`config.mk`:
```
export PLATFORM = sky130hd
export DESIGN_NAME = network_driver
export DESIGN_NICKNAME = d
export VERILOG_FILES = /design/src/rtl/network_driver.sv
export SDC_FILE = /design/constraint.sdc
export NUM_CORES = 2
export LEC_CHECK = 0
export CORE_UTILIZATION = 50
export CTS_BUF_LIST = sky130_fd_sc_hd__clkbuf_4
export DETAILED_ROUTE_END_ITERATION = 8
export PLACE_DENSITY = 0.67
export RECOVER_POWER = 25
export SYNTH_ARGS = -nofsm -noshare
export SYNTH_HDL_FRONTEND = slang
export SYNTH_SLANG_ARGS = --single-unit
export TNS_END_PERCENT = 100
```
`constraint.sdc`:
```
create_clock -name clk -period 25.6 [get_ports clk]
set_input_delay 5.12 -clock clk [delete_from_list [all_inputs] [get_ports clk]]
set_output_delay 5.12 -clock clk [all_outputs]
set_load 0.05 [all_outputs]
```
`src/rtl/network_driver.sv`:
```
// network_driver: host-side transmitter for the network block.
// Collects one frame of N_WORDS words from the host, pulses net_load, streams
// the frame on net_d one word per cycle, then waits for a rising edge on
// net_valid and hands net_q back to the host through a valid/ready handshake.
// A missing net_valid edge within TIMEOUT cycles returns res_err=1, res_q=0.
//
// Ports:
//   clk, rst             clock (rising edge), asynchronous active-high reset
//   wr_en, wr_data       host word write strobe and data
//   wr_ready             driver accepts a host word this cycle
//   net_load             one-cycle start pulse to the network
//   net_d                stream word to the network
//   net_valid, net_q     network done level and 4-bit answer
//   res_valid, res_q     result available and captured answer
//   res_err              timeout flag (res_q is 0 when set)
//   res_ready            host consumes the result
//   busy                 high in every state except IDLE/FILL
module network_driver #(
    parameter int unsigned WORD_W  = 120,
    parameter int unsigned N_WORDS = 16,
    parameter int unsigned TIMEOUT = 65535
) (
    input  logic              clk,
    input  logic              rst,
    input  logic              wr_en,
    input  logic [WORD_W-1:0] wr_data,
    output logic              wr_ready,
    output logic              net_load,
    output logic [WORD_W-1:0] net_d,
    input  logic              net_valid,
    input  logic [3:0]        net_q,
    output logic              res_valid,
    output logic [3:0]        res_q,
    output logic              res_err,
    input  logic              res_ready,
    output logic              busy
);

    localparam int unsigned CNT_W = $clog2(N_WORDS + 1);
    localparam int unsigned IDX_W = (N_WORDS > 1) ? $clog2(N_WORDS) : 1;
    localparam int unsigned TO_W  = $clog2(TIMEOUT + 1);

    localparam logic [2:0] S_IDLE   = 3'd0;
    localparam logic [2:0] S_FILL   = 3'd1;
    localparam logic [2:0] S_START  = 3'd2;
    localparam logic [2:0] S_STREAM = 3'd3;
    localparam logic [2:0] S_WAIT   = 3'd4;
    localparam logic [2:0] S_DONE   = 3'd5;

    logic [2:0]        state, state_d;
    logic [CNT_W-1:0]  wr_cnt, wr_cnt_d;
    logic [IDX_W-1:0]  s_idx, s_idx_d;
    logic [TO_W-1:0]   to_cnt, to_cnt_d;
    logic              nv_q;
    logic              nv_rise;
    logic              wr_we;
    logic [WORD_W-1:0] first_word;

    logic              wr_ready_d;
    logic              net_load_d;
    logic [WORD_W-1:0] net_d_d;
    logic              res_valid_d;
    logic [3:0]        res_q_d;
    logic              res_err_d;
    logic              busy_d;

    logic [WORD_W-1:0] frame_mem [N_WORDS];

    // A level already high on WAIT entry is not an edge: nv_q tracks every cycle.
    assign nv_rise = net_valid & ~nv_q;

    // Word 0 may be written on the same cycle START is decided (single-word frames).
    assign first_word = (wr_we && (wr_cnt == '0)) ? wr_data : frame_mem[0];

    // Frame buffer; contents need no reset.
    always_ff @(posedge clk) begin
        if (wr_we) begin
            frame_mem[IDX_W'(wr_cnt)] <= wr_data;
        end
    end

    // State, counters and registered outputs.
    always_ff @(posedge clk or posedge rst) begin
        if (rst) begin
            state     <= S_IDLE;
            wr_cnt    <= '0;
            s_idx     <= '0;
            to_cnt    <= '0;
            nv_q      <= 1'b0;
            wr_ready  <= 1'b1;
            net_load  <= 1'b0;
            net_d     <= '0;
            res_valid <= 1'b0;
            res_q     <= 4'h0;
            res_err   <= 1'b0;
            busy      <= 1'b0;
        end else begin
            state     <= state_d;
            wr_cnt    <= wr_cnt_d;
            s_idx     <= s_idx_d;
            to_cnt    <= to_cnt_d;
            nv_q      <= net_valid;
            wr_ready  <= wr_ready_d;
            net_load  <= net_load_d;
            net_d     <= net_d_d;
            res_valid <= res_valid_d;
            res_q     <= res_q_d;
            res_err   <= res_err_d;
            busy      <= busy_d;
        end
    end

    // Next state and next output values; outputs are decoded from the next state.
    always_comb begin
        state_d     = state;
        wr_cnt_d    = wr_cnt;
        s_idx_d     = s_idx;
        to_cnt_d    = '0;
        wr_we       = 1'b0;
        res_q_d     = res_q;
        res_err_d   = res_err;
        wr_ready_d  = 1'b0;
        net_load_d  = 1'b0;
        net_d_d     = '0;
        res_valid_d = 1'b0;
        busy_d      = 1'b0;

        case (state)
            S_IDLE, S_FILL: begin
                if (wr_en && wr_ready) begin
                    wr_we    = 1'b1;
                    wr_cnt_d = wr_cnt + CNT_W'(1);
                    if (wr_cnt == CNT_W'(N_WORDS - 1)) begin
                        state_d = S_START;
                    end else begin
                        state_d = S_FILL;
                    end
                end
            end
            S_START: begin
                state_d = S_STREAM;
                s_idx_d = '0;
            end
            S_STREAM: begin
                if (s_idx == IDX_W'(N_WORDS - 1)) begin
                    state_d = S_WAIT;
                end else begin
                    s_idx_d = s_idx + IDX_W'(1);
                end
            end
            S_WAIT: begin
                // An edge on the timeout cycle still wins.
                if (nv_rise) begin
                    res_q_d   = net_q;
                    res_err_d = 1'b0;
                    state_d   = S_DONE;
                end else if (to_cnt == TO_W'(TIMEOUT - 1)) begin
                    res_q_d   = 4'h0;
                    res_err_d = 1'b1;
                    state_d   = S_DONE;
                end else begin
                    to_cnt_d = to_cnt + TO_W'(1);
                end
            end
            S_DONE: begin
                if (res_valid && res_ready) begin
                    state_d  = S_IDLE;
                    wr_cnt_d = '0;
                end
            end
            default: begin
                state_d  = S_IDLE;
                wr_cnt_d = '0;
            end
        endcase

        wr_ready_d  = (state_d == S_IDLE) || (state_d == S_FILL);
        busy_d      = !wr_ready_d;
        net_load_d  = (state_d == S_START);
        res_valid_d = (state_d == S_DONE);

        case (state_d)
            S_START:  net_d_d = first_word;
            S_STREAM: net_d_d = frame_mem[s_idx_d];
            default:  net_d_d = '0;
        endcase
    end

endmodule

```
* Word-level counts from Yosys, hierarchy flattened *
Memory sizes are Yosys's and may differ from the RTL's.
Index checks and enable logic that the tools add are counted.

cells by class
  equal/unequal tests = 14
  muxes and demuxes = 25
  bitwise logic cells = 3
  add/sub/neg operators = 3
  reductions and logical operators = 13

operators with widths
  cell                   count
  $pmux 120 s2           1
  $mux 120               1
  $mux 16                3
  $add 16x1->16 const B  1
  $eq 16x16->1 const B   1
  $mux 3                 5
  $pmux 3 s5             1
  $pmux 5 s3             1
  $eq 3x2->1 const B     4
  $mux 4                 3
  $mux 5                 2
  $eq 3x3->1 const B     3
  $pmux 4 s2             1
  $eq 3x1->1 const B     2
  $logic_not 3->1        2
  $mux 1                 6
  $add 5x1->5 const B    1
  $eq 5x4->1 const B     1
  $logic_not 5->1        1
  $add 4x1->4 const B    1
  $eq 4x4->1 const B     1
  $ne 2x2->1 const B     2
  $logic_and 1x1->1      3
  $reduce_and 3->1       1
  9 further kinds        10

word-level totals
  logic and storage cells = 71
  memories = 1
  RAM bits = 1920
  register bits = 158
  output and inout port bits = 129

memories
  name       words  width  read ports  clocked after Yosys merged registers in  wr ports  line  source
  frame_mem  16     120    2           0                                        1         67    logic [WORD_W-1:0] frame_mem [N_WORDS];

* Longest topological paths before layout *
  word-level depth = 7
  mapped depth = 11
  gate-level depth less buffers = 8

* Worst setup path after synthesis *
OpenSTA, ideal clock, no wires.

  path type = in2reg
  from = in wr_en
  to = mem frame_mem[3][0], enable pin
  buffers on the path = 1
  setup time = 0.893 ns
  cell stages on the path = 3
  arrival = 16.682 ns
  path slack = 8.025 ns
  data required time = 24.707 ns
  path through = nand4bb_1 clkbuf_2 nor4_1

between the ends
  word-level cells in the longest chain between the ends = 5

RTL lines
  item                          line  source
  from (decl)                   25    input logic wr_en,
  $logic_and 1x1->1             130   if (wr_en && wr_ready) begin
  $mux 1                        130
  $mux 1                        128   case (state)
  $mux 1                        77    if (wr_we) begin
  $mux 1 (not written as such)  78    frame_mem[IDX_W'(wr_cnt)] <= wr_data;
  to (decl)                     67

Every way passes these cells.

* Worst setup path in the final report *
  from = reg state[0]
  to = reg net_d[96]

between the ends
  word-level cells in the longest chain between the ends = 6
  elaborated cells between the ends (all ways) = 21
  classes of those cells = eq/ne: 7; mux: 10; reduce/logical: 3; memory: 1

RTL lines
  item                                                                    line  source
  from (decl)                                                             50    logic [2:0] state, state_d;
  from (signal assigned)                                                  98    state <= state_d;
  parallel branches: the longest is 5 deep, another holds $mem_v2 16x120  --
  $pmux 120 s2 *                                                          182   case (state_d)
  named net net_d_d[96]                                                   61    logic [WORD_W-1:0] net_d_d;
  to (signal assigned)                                                    105   net_d <= net_d_d;
  to (decl)                                                               29    output logic [WORD_W-1:0] net_d,

Mark *: on every way through the listed nets, which the timed path passes.
A chain may end at the register's enable or synchronous reset.

==> results.toml <==
[outcome]
status = "complete, but fails checks"
violations = "capacitance limit, slew limit"

[route]
wl_met3_microns = 20540
wl_met1_microns = 91270
drt_iter0_markers = 5288
wl_per_cell_microns = 27.30
vias = 50690
ant_nets = 0
wl_met2_microns = 106800
drc = 0
viasPerCell = 6.158
top_layer = "met5"
dr.pass1.iters = 8
wl_microns = 224700

[setup_path]
critical-path-max-stage-delay_ns = 5.59
start_kind = "register"
path_class = "register to register"
cp_common_cell = "buf_4"
worst_ep_required_time_ns = 26.77
cp-end-kind = "register"
path_cells = "o21ai_0 > a21oi_4 > clkbuf_1 > nand2_4 > buf_4 > buf_4 > o221ai_1 > or4_1"
cp_max_fo = 157
crit_slowest_cell = "clkbuf_1"
cp.arrival_ns = 12.32

[synth]
ys_warn_count = 0
avgSynthCellArea_sq_um = 15.75
synth_async_sr_flop_share_pct = 7.603
synthDominantCellAreaShare_pct = 70.83
ys.flop_type = "edfxtp_1"
yosys.area.top_type = "edfxtp_1"
syn_inst = 5167
synth.distinct_cells = 47
synth_most_common_cell = "edfxtp_1"
netlist_top_cells_count = "1920 x edfxtp_1, 853 x nand2_1, 369 x and3_1"
syn_area_sq_um = 81400
synth-seq-cells = 2078
syn_nets = 5304
synth.area.top_cells = "edfxtp_1 71%, dfrtp_1 4.8%, nand2_1 3.9%, a311oi_1 3.9%, a211oi_1 3.3%"
synth_edf_count = 1920
seq_area_frac_synth_pct = 75.69

[clock_tree]
holdBufCountCts = 0
clk_pin_slew_ns = 0.07
cts_buffers = 552
cts_setup_buffers = 0
clkSinkCount = 2078
cts_tree = "built"
clk_latency_ns = 1.32
cts_resized = 0
cts.path.max_buffers = 4
root_buffer = "clkbuf_4"
htree_num_levels = 6

[power_and_ir_drop]
power.internal_uw = 6492
seq_power_share_pct = 40.6
max-vdd-ir-drop_v = 0.0001259
clockPowerShare_pct = 27.9
power.density_nw_per_um2 = 109.4
netSwitchingFraction_pct = 35.97
p_leak_uw = 0.03260
power.total_uw = 10140
power_switching_uw = 3647
combPwrFrac_pct = 31.5

[timing]
worst_hold_slack_ns = 0.5077
fin_worst_skew_ns = 0.09077
final_hold_viol_count = 0
setup_violations = 0
fin_crit_ns = 11.15
worst_pin_slew_ns = 8.152
drv_slew = 241
max-slew-margin-rel_pct = -443.4
fin_tns_setup_ns = 0
timing.final.crit_share_pct = 43.57
fmax_ghz = 0.08965
rsz0062_at_grt = "no"

[global_routing]
antenna_found_initial = 60
grt_overflow = 0
grt_max_degree = 178
grt_usage_pct = 27.24
grt_pass1_vias = 50310
grt_pass1_wl_microns = 329300

[die]
start_util_pct = 50.52
die_area_sq_um = 164400
core_area_sq_um = 161100
die_w_microns = 405.5
io_pins = 258
die_h_microns = 405.5
rows = 147

[min_path]
hold_path_class = "register to register"

[cells_and_area]
final_area_sq_um = 92680
nNetsFinal = 5798
fillers = 12650
drive_gt1_share_pct = 18.15
area_growth_syn_to_layout_pct = 13.86

[placement]
place_hpwl_microns = 104400
placed_area_sq_um = 85880
gp_congestion = 0.7678
numPortBuffers = 257

[flow_run]
max_cap_violations = 2
[metrics by stage]
step,util (%),setup WS (ns),cells
after global routing,57.50,14.05,8219
after global placement,53.30,16.30,7267
after floorplan,-,8.025,5167
after detailed placement,53.30,16.20,7267
final,57.52,14.45,8232
after CTS,57.50,17.57,8204
[worst max-delay path, delay by kind of cell (launching register included)]
kind / cells / cell delay (ns)
AND/OR/NAND/NOR: 2 / 2.31
buffers and inverters: 3 / 7.24
AO/OA/AOI/OAI: 3 / 0.73
flip-flops: 1 / 0.66
[layer usage]
layer | track usage (%) | vias to the layer above
met5 | 0 | -
met1 | 37.04 | 25830
met2 | 42.86 | 2478
met4 | 10.30 | 40
li1 | - | 21920
met3 | 6.294 | 425
[area by class of cell]
cell class	instances	area [sq um]	share of cell area (%)
flip-flops and latches	2078	61610	66.47
multi-input cells	2671	18120	19.55
clock buffers	824	6186	6.674
repair buffers	345	3363	3.629
well taps	2160	2703	2.916
clock inverters	113	570.5	0.6156
diodes	28	70.07	0.07560
inverters	13	57.56	0.06210
[kinds of logic (layout without fill, tap and decap cells)]
family                     Yosys count  in the layout  share of synthesized area (%)
AOI/OAI and AO/OA                  871            871                          8.761
DFF                               2078           2078                          75.69
xor gates and xnor gates            16             16                         0.1721
buffers and inverters              418           1295                          2.263
muxes                              360            360                          4.611
and+or+nand+nor                   1416           1416                          8.383
adders and majority gates            8              8                         0.1230
other                                0             28                              0
[power by group through the flow]
stage	Sequential [uW]	Clock (uW)	Combinational (uW)
floorplan	4360	0	2020
global placement	4180	0	3110
detailed placement	4180	0	3160
CTS	4120	2890	3170
global route	4130	3070	3410
finish	4110	2830	3200
[cell usage in the layout, fill, tap and decap left out, types with 3 or more instances in the layout]
master and n:
edfxtp_1 1920, nand2_1 851, clkbuf_4 824, and3_1 365
a211oi_1 360, a311oi_1 360, mux2i_1 240, clkdlybuf4s50_1 169
dfrtp_1 157, mux2_2 120, o221ai_1 120, or4_1 120
dlygate4sd3_1 88, clkinv_1 80, buf_4 75, diode_2 28
nor2_1 24, inv_2 18, inv_1 11, buf_12 11
xor2_1 10, o21ai_0 9, clkinv_2 9, nand3_1 8
ha_1 8, a22o_1 7, a21oi_1 7, xnor2_1 6
nor2_4 5, bufinv_16 5, nand2b_1 4, nand4_1 4
and3_4 4, nor3_2 4, and4_1 3, nor4_2 3
[path summary, 6_finish.rpt]
path                                from  cells past startpoint  slack (ns)        end
worst max register to register  state[0]                      8       14.45  net_d[96]
worst min register to register  res_q[2]                      1        0.51   res_q[2]
worst min-delay path            res_q[2]                      1        0.51   res_q[2]
max in group asynchronous            rst                      3       17.67  net_d[77]
min in group asynchronous            rst                      2        5.64  net_d[11]
worst max-delay path            state[0]                      8       14.45  net_d[96]
[flip-flops by register name (all words and copies together), names as in the netlist]
register,flops
res_q,4
net_d,120
wr_ready,1
to_cnt,16
frame_mem,1920
busy,1
state,3
wr_cnt,5
res_valid,1
net_load,1
nv_q,1
res_err,1
s_idx,4
No activity file was read; power rests on OpenSTA's default activity.
